## config.mk

```make
export PLATFORM = sky130hd
export DESIGN_NAME = wb_cmd_master
export DESIGN_NICKNAME = d
export VERILOG_FILES = /design/src/rtl/wbm_pkg.sv /design/src/rtl/wbm_timeout_ctr.sv /design/src/rtl/wb_cmd_master.sv
export SDC_FILE = /design/constraint.sdc
export NUM_CORES = 1
export LEC_CHECK = 0
export CORE_MARGIN = 8
export CORE_UTILIZATION = 45
export DETAILED_ROUTE_END_ITERATION = 16
export PLACE_DENSITY = 0.86
export RECOVER_POWER = 50
export SLEW_MARGIN = 20
export SYNTH_ARGS = -nofsm -noshare
export SYNTH_HDL_FRONTEND = slang
export SYNTH_SLANG_ARGS = --single-unit
```

## constraint.sdc

```tcl
create_clock -name clk_i -period 1.9 [get_ports clk_i]
set_input_delay 0.285 -clock clk_i [delete_from_list [all_inputs] [get_ports clk_i]]
set_output_delay 0.285 -clock clk_i [all_outputs]
set_load 0.01 [all_outputs]
```

## src/rtl/wbm_pkg.sv

```systemverilog
// Shared encodings for the Wishbone command master: FSM states, response codes
// and command-byte field positions.
package wbm_pkg;

  typedef enum logic [1:0] {
    ST_IDLE     = 2'd0,
    ST_GET_DATA = 2'd1,
    ST_BUS      = 2'd2,
    ST_RESP     = 2'd3
  } wbm_state_e;

  localparam logic [7:0] RSP_WR_OK   = 8'h06;
  localparam logic [7:0] RSP_TIMEOUT = 8'h15;
  localparam int         CMD_WE_BIT  = 7;

endpackage

```

## src/rtl/wbm_timeout_ctr.sv

```systemverilog
// Bus-cycle watchdog: down-counter reloaded while idle, terminal count flags expiry.
// Only instantiated when WBM_TIMEOUT_EN is defined.
module wbm_timeout_ctr #(
  parameter int unsigned TIMEOUT = 255
) (
  input  logic clk_i,
  input  logic rst_i,
  input  logic load,
  input  logic enable,
  output logic expired
);

  // Holds TIMEOUT-1 so that expiry lands on the TIMEOUT-th enabled cycle.
  localparam int unsigned CW = (TIMEOUT < 2) ? 1 : $clog2(TIMEOUT);

  logic [CW-1:0] cnt_q, cnt_d;

  always_comb begin
    cnt_d = cnt_q;
    if (load) begin
      cnt_d = CW'(TIMEOUT - 1);
    end else if (enable && (cnt_q != '0)) begin
      cnt_d = cnt_q - 1'b1;
    end
  end

  always_ff @(posedge clk_i or posedge rst_i) begin
    if (rst_i) begin
      cnt_q <= CW'(TIMEOUT - 1);
    end else begin
      cnt_q <= cnt_d;
    end
  end

  assign expired = (cnt_q == '0);

endmodule

```

## src/rtl/wb_cmd_master.sv

```systemverilog
// Byte-stream command channel to single Wishbone read/write transfers, one response
// byte per command. Define WBM_TIMEOUT_EN to abort unacknowledged bus cycles.
//
// state    | meaning
// IDLE     | waiting for command byte 0 (we/addr)
// GET_DATA | write: waiting for the data byte
// BUS      | Wishbone cycle; strobe held off while a stale ack is still high
// RESP     | response byte presented until taken
module wb_cmd_master
  import wbm_pkg::*;
#(
  parameter int ADR_W   = 4,
  parameter int DAT_W   = 8,
  parameter int TIMEOUT = 255
) (
  input  logic             clk_i,
  input  logic             rst_i,
  input  logic [DAT_W-1:0] cmd_data,
  input  logic             cmd_valid,
  output logic             cmd_ready,
  output logic [DAT_W-1:0] rsp_data,
  output logic             rsp_valid,
  input  logic             rsp_ready,
  output logic [ADR_W-1:0] adr_o,
  output logic [DAT_W-1:0] dat_o,
  input  logic [DAT_W-1:0] dat_i,
  output logic             we_o,
  output logic             stb_o,
  output logic             cyc_o,
  input  logic             ack_i,
  output logic             busy
);

  wbm_state_e       state_q, state_d;
  logic             cmd_ready_q, cmd_ready_d;
  logic             rsp_valid_q, rsp_valid_d;
  logic [DAT_W-1:0] rsp_data_q, rsp_data_d;
  logic [ADR_W-1:0] adr_q, adr_d;
  logic [DAT_W-1:0] dat_q, dat_d;
  logic             we_q, we_d;
  logic             stb_q, stb_d;
  logic             busy_q, busy_d;
  logic             timed_out;
  logic             unused_cmd_bits;

  assign unused_cmd_bits = ^cmd_data[CMD_WE_BIT-1:ADR_W];

`ifdef WBM_TIMEOUT_EN
  logic tmo_expired;

  wbm_timeout_ctr #(.TIMEOUT(TIMEOUT)) u_timeout_ctr (
    .clk_i   (clk_i),
    .rst_i   (rst_i),
    .load    (!stb_q),
    .enable  (stb_q),
    .expired (tmo_expired)
  );

  assign timed_out = stb_q & tmo_expired;
`else
  logic unused_timeout;

  assign unused_timeout = (TIMEOUT == 0);
  assign timed_out      = 1'b0;
`endif

  always_comb begin
    state_d     = state_q;
    rsp_valid_d = rsp_valid_q;
    rsp_data_d  = rsp_data_q;
    adr_d       = adr_q;
    dat_d       = dat_q;
    we_d        = we_q;
    stb_d       = stb_q;

    unique case (state_q)
      ST_IDLE: begin
        if (cmd_valid && cmd_ready_q) begin
          we_d  = cmd_data[CMD_WE_BIT];
          adr_d = cmd_data[ADR_W-1:0];
          if (cmd_data[CMD_WE_BIT]) begin
            state_d = ST_GET_DATA;
          end else begin
            state_d = ST_BUS;
            stb_d   = !ack_i;
          end
        end
      end
      ST_GET_DATA: begin
        if (cmd_valid && cmd_ready_q) begin
          dat_d   = cmd_data;
          state_d = ST_BUS;
          stb_d   = !ack_i;
        end
      end
      ST_BUS: begin
        if (!stb_q) begin
          stb_d = !ack_i;
        end else if (ack_i) begin
          // ack wins over a same-cycle timeout
          stb_d       = 1'b0;
          rsp_data_d  = we_q ? DAT_W'(RSP_WR_OK) : dat_i;
          rsp_valid_d = 1'b1;
          state_d     = ST_RESP;
        end else if (timed_out) begin
          stb_d       = 1'b0;
          rsp_data_d  = DAT_W'(RSP_TIMEOUT);
          rsp_valid_d = 1'b1;
          state_d     = ST_RESP;
        end
      end
      ST_RESP: begin
        if (rsp_ready) begin
          rsp_valid_d = 1'b0;
          state_d     = ST_IDLE;
        end
      end
      default: state_d = ST_IDLE;
    endcase

    cmd_ready_d = (state_d == ST_IDLE) || (state_d == ST_GET_DATA);
    busy_d      = (state_d != ST_IDLE);
  end

  always_ff @(posedge clk_i or posedge rst_i) begin
    if (rst_i) begin
      state_q     <= ST_IDLE;
      cmd_ready_q <= 1'b0;
      rsp_valid_q <= 1'b0;
      rsp_data_q  <= '0;
      adr_q       <= '0;
      dat_q       <= '0;
      we_q        <= 1'b0;
      stb_q       <= 1'b0;
      busy_q      <= 1'b0;
    end else begin
      state_q     <= state_d;
      cmd_ready_q <= cmd_ready_d;
      rsp_valid_q <= rsp_valid_d;
      rsp_data_q  <= rsp_data_d;
      adr_q       <= adr_d;
      dat_q       <= dat_d;
      we_q        <= we_d;
      stb_q       <= stb_d;
      busy_q      <= busy_d;
    end
  end

  assign cmd_ready = cmd_ready_q;
  assign rsp_valid = rsp_valid_q;
  assign rsp_data  = rsp_data_q;
  assign adr_o     = adr_q;
  assign dat_o     = dat_q;
  assign we_o      = we_q;
  assign stb_o     = stb_q;
  assign cyc_o     = stb_q;
  assign busy      = busy_q;

endmodule
```

==> flow_summary_export.csv <==
group,metric,value,unit
synthesis,synth_top_family_by_area,"simple AND/OR/NAND/NOR gates",
run_status,status,"complete, no violations",
layout,fillers,193,
timing,period_needed,1712,ps
power_and_ir_drop,vdd_drop_max,1.065,mV
floorplan,die_height,66.52,µm
layout,area_growth,43.14,%
setup_path,crit_family,"buffers and inverters",
setup_path,max_stage_delay,590,ps
placed_design,place_congestion,0.6841,
floorplan,fp.dieW,66.52,µm
setup_path,r2r_slack,430,ps
power_and_ir_drop,total_power,2.536,mW
setup_path,end_kind,"primary output",
setup_path,arrival,1430,ps
drt,drtPass1Iterations,2,
drt,drc,0,
synthesis,synth_fp_nets,112,
synthesis,synthArstFlopShare,1.000,
synthesis,yosys_warnings,0,
timing,tns,0,ps
clocking,htree_num_levels,1,
placed_design,dp_cells,164,
setup_path,critical_path.max_fanout,10,
setup_path,crit_path_start_kind,"flip-flop",
global_routing,overflow,0,
layout,nets,160,
synthesis,synthXorXnorAreaFrac,0,
layout,drive_gt1_frac,0.1594,
clocking,cts-root-buf,"clkbuf_4",
floorplan,std_cell_rows,18,
synthesis,yosys.area_share.adder,0,
timing,period_share,0.9011,
global_routing,grt_pass1_wl,4.284,mm
clocking,cts_made_buffers,3,
synthesis,synth-seq-cells,27,
floorplan,design.die.area,4425,µm²
drt,drt_wl_total,2.595,mm
setup_path,crit_chain,"clkdlybuf4s50_1",
synthesis,synth_compound_area_frac,0.08824,
global_routing,grt.total_usage,0.1265,
synthesis,synth-simple-area-share,0.1601,
setup_path,cp-startpoint,"we_o",
timing,hold_viol_final,0,
timing,fmax,584.1,MHz
clocking,path_clk_slew,150,ps
layout,final_cell_mix,"45 x clkdlybuf4s50_1, 27 x dfrtp_1, 13 x mux2_2, 10 x nand2_1, 10 x o21ai_0",
drt,avgViaCountPerCell,5.012,
setup_path,crit_buf_inv,1,
synthesis,ys_types,22,
flow_run,drv_cap,0,
clocking,hold_buffers,0,
timing,finalSetupViolations,0,
placed_design,dpl_cell_area,1617,µm²
setup_path,path_class,"flip-flop to primary output",
timing,drv_slew,0,
timing,rsz0062_at_grt,"false",
synthesis,synth_top_area_frac,0.5882,
layout,final_area,1644,µm²
setup_path,path_depth,1,
floorplan,core_area,2455,µm²
placed_design,io_buffers,46,
layout,fin_cells,168,
timing,worst_pin_slew,656.4,ps
placed_design,dp.final_hpwl,2.093,mm
floorplan,initial_core_util,0.4679,
setup_path,critPathCapture,"we_o",
global_routing,grt_antenna_before_repair,0,
clocking,cts_buffer_depth,2,
power_and_ir_drop,p_leak,0.7014,nW
clocking,clkLatencyLatePin,330,ps
layout,mostFrequentLayoutCell,"clkdlybuf4s50_1",
setup_path,reg2reg_depth,2,
layout,antennaDiodeCount,0,
clocking,cts_repair_resize_count,0,
timing,relSlewSlack,0.5624,
timing,clock-skew-final,7.734,ps
drt,post_drt_wl_per_cell,15.45,µm
synthesis,seq_area_frac_synth,0.5882,
synthesis,syn_area_per_cell,12.62,µm²
synthesis,synthCells,91,
clocking,cts_setup_buffers,0,
setup_path,r2r-end,"dat_o[7]",
power_and_ir_drop,power_density,1543,nW/µm²
setup_path,crit_required,1620,ps
min_path,min_path_type,"flip-flop to flip-flop",
floorplan,io_pins,47,
synthesis,netlist_area,1149,µm²
setup_path,crit_path_top_delay_cell,"clkdlybuf4s50_1",
global_routing,grt_pass1_vias,906,
setup_path,worstReg2RegStart,"state_q[1]",
drt,drt-initial-drc-count,36,
global_routing,grt_max_degree,28,
synthesis,yosys-mux-area-fraction,0.1275,
drt,vias,842,
synthesis,synth_area_leader_cell,"dfrtp_1",
drt,antenna_left,0,
synthesis,synth_flop_cell,"dfrtp_1",
clocking,clock-sinks,27,
clocking,cts_tree,"done",
synthesis,synth_area_leaders,"dfrtp_1 59%, mux2_2 13%, o21ai_0 4.4%, nand2b_1 3.8%, nand2_1 3.3%",
synthesis,synth_edf_count,0,
==> flip-flops by register name, indices dropped and copies added, names as in the netlist <==
signal,cells
cmd_ready,1
adr_o,4
state_q,2
rsp_valid,1
we_o,1
busy,1
cyc_o,1
rsp_data,8
dat_o,8
==> logic make-up (layout without fill, tap and decap cells) <==
kind of cell | after synthesis | count (layout)
buffers and inverters | 5 | 52
AO/OA/AOI/OAI | 17 | 17
AND/OR/NAND/NOR | 29 | 29
multiplexers | 13 | 13
flip-flops | 27 | 27
==> cell usage after synthesis (2+ instances only) <==
cell,count
dfrtp_1,27
mux2_2,13
nand2_1,10
o21ai_0,10
nand2b_1,7
nor2_1,4
a21boi_0,2
a31oi_1,2
buf_4,2
buf_6,2
==> layer usage <==
metal	vias to the layer above	routed length [µm]	GRT usage
li1	411	-	-
met1	400	999	0.1386
met2	29	1254	0.2002
met3	2	323	0.06544
met4	0	18	0.05600
met5	-	0	0
==> metrics by stage <==
stage | setup WS (ps) | util | hold WS, ps
floorplan | 666.4 | - | 337.7
global placement | 227.8 | 0.6585 | 462.0
detailed placement | 181.4 | 0.6585 | 473.8
CTS | 162.6 | 0.6707 | 299.6
global route | 92.37 | 0.6697 | 508.3
finish | 187.8 | 0.6697 | 497.1
==> cell type report <==
class	instances	area [µm²]	share of cell area
Clock buffer	3	22.52	0.01370
Clock inverter	1	7.507	0.004566
Inverter	1	3.754	0.002283
Multi-Input combinational cell	59	431.7	0.2626
Sequential cell	27	675.6	0.4110
Tap cell	30	37.54	0.02283
Timing Repair Buffer	47	465.4	0.2831
==> power by group <==
| part | internal, mW | leakage [nW] | switching [mW] |
|---|---|---|---|
| sequential | 0.848 | 0.330 | 0.243 |
| clock | 0.0805 | 0.0139 | 0.175 |
| combinational | 0.735 | 0.357 | 0.455 |
| total | 1.66 | 0.701 | 0.873 |
==> how the worst min path moves through the flow <==
stage / startpoint / to / slack, ps / cells after the start
final: rsp_data[4] / rsp_data[4] / 500 / 2
after floorplan: rst_i / adr_o[0] / 340 / 1
after detailed placement: rsp_data[4] / rsp_data[4] / 470 / 2
after global placement: rsp_data[0] / rsp_data[0] / 460 / 2
after global routing: dat_i[4] / rsp_data[4] / 510 / 3
after CTS: rst_i / dat_o[7] / 300 / 3
Note: power is estimated with default switching activity, not from simulation.
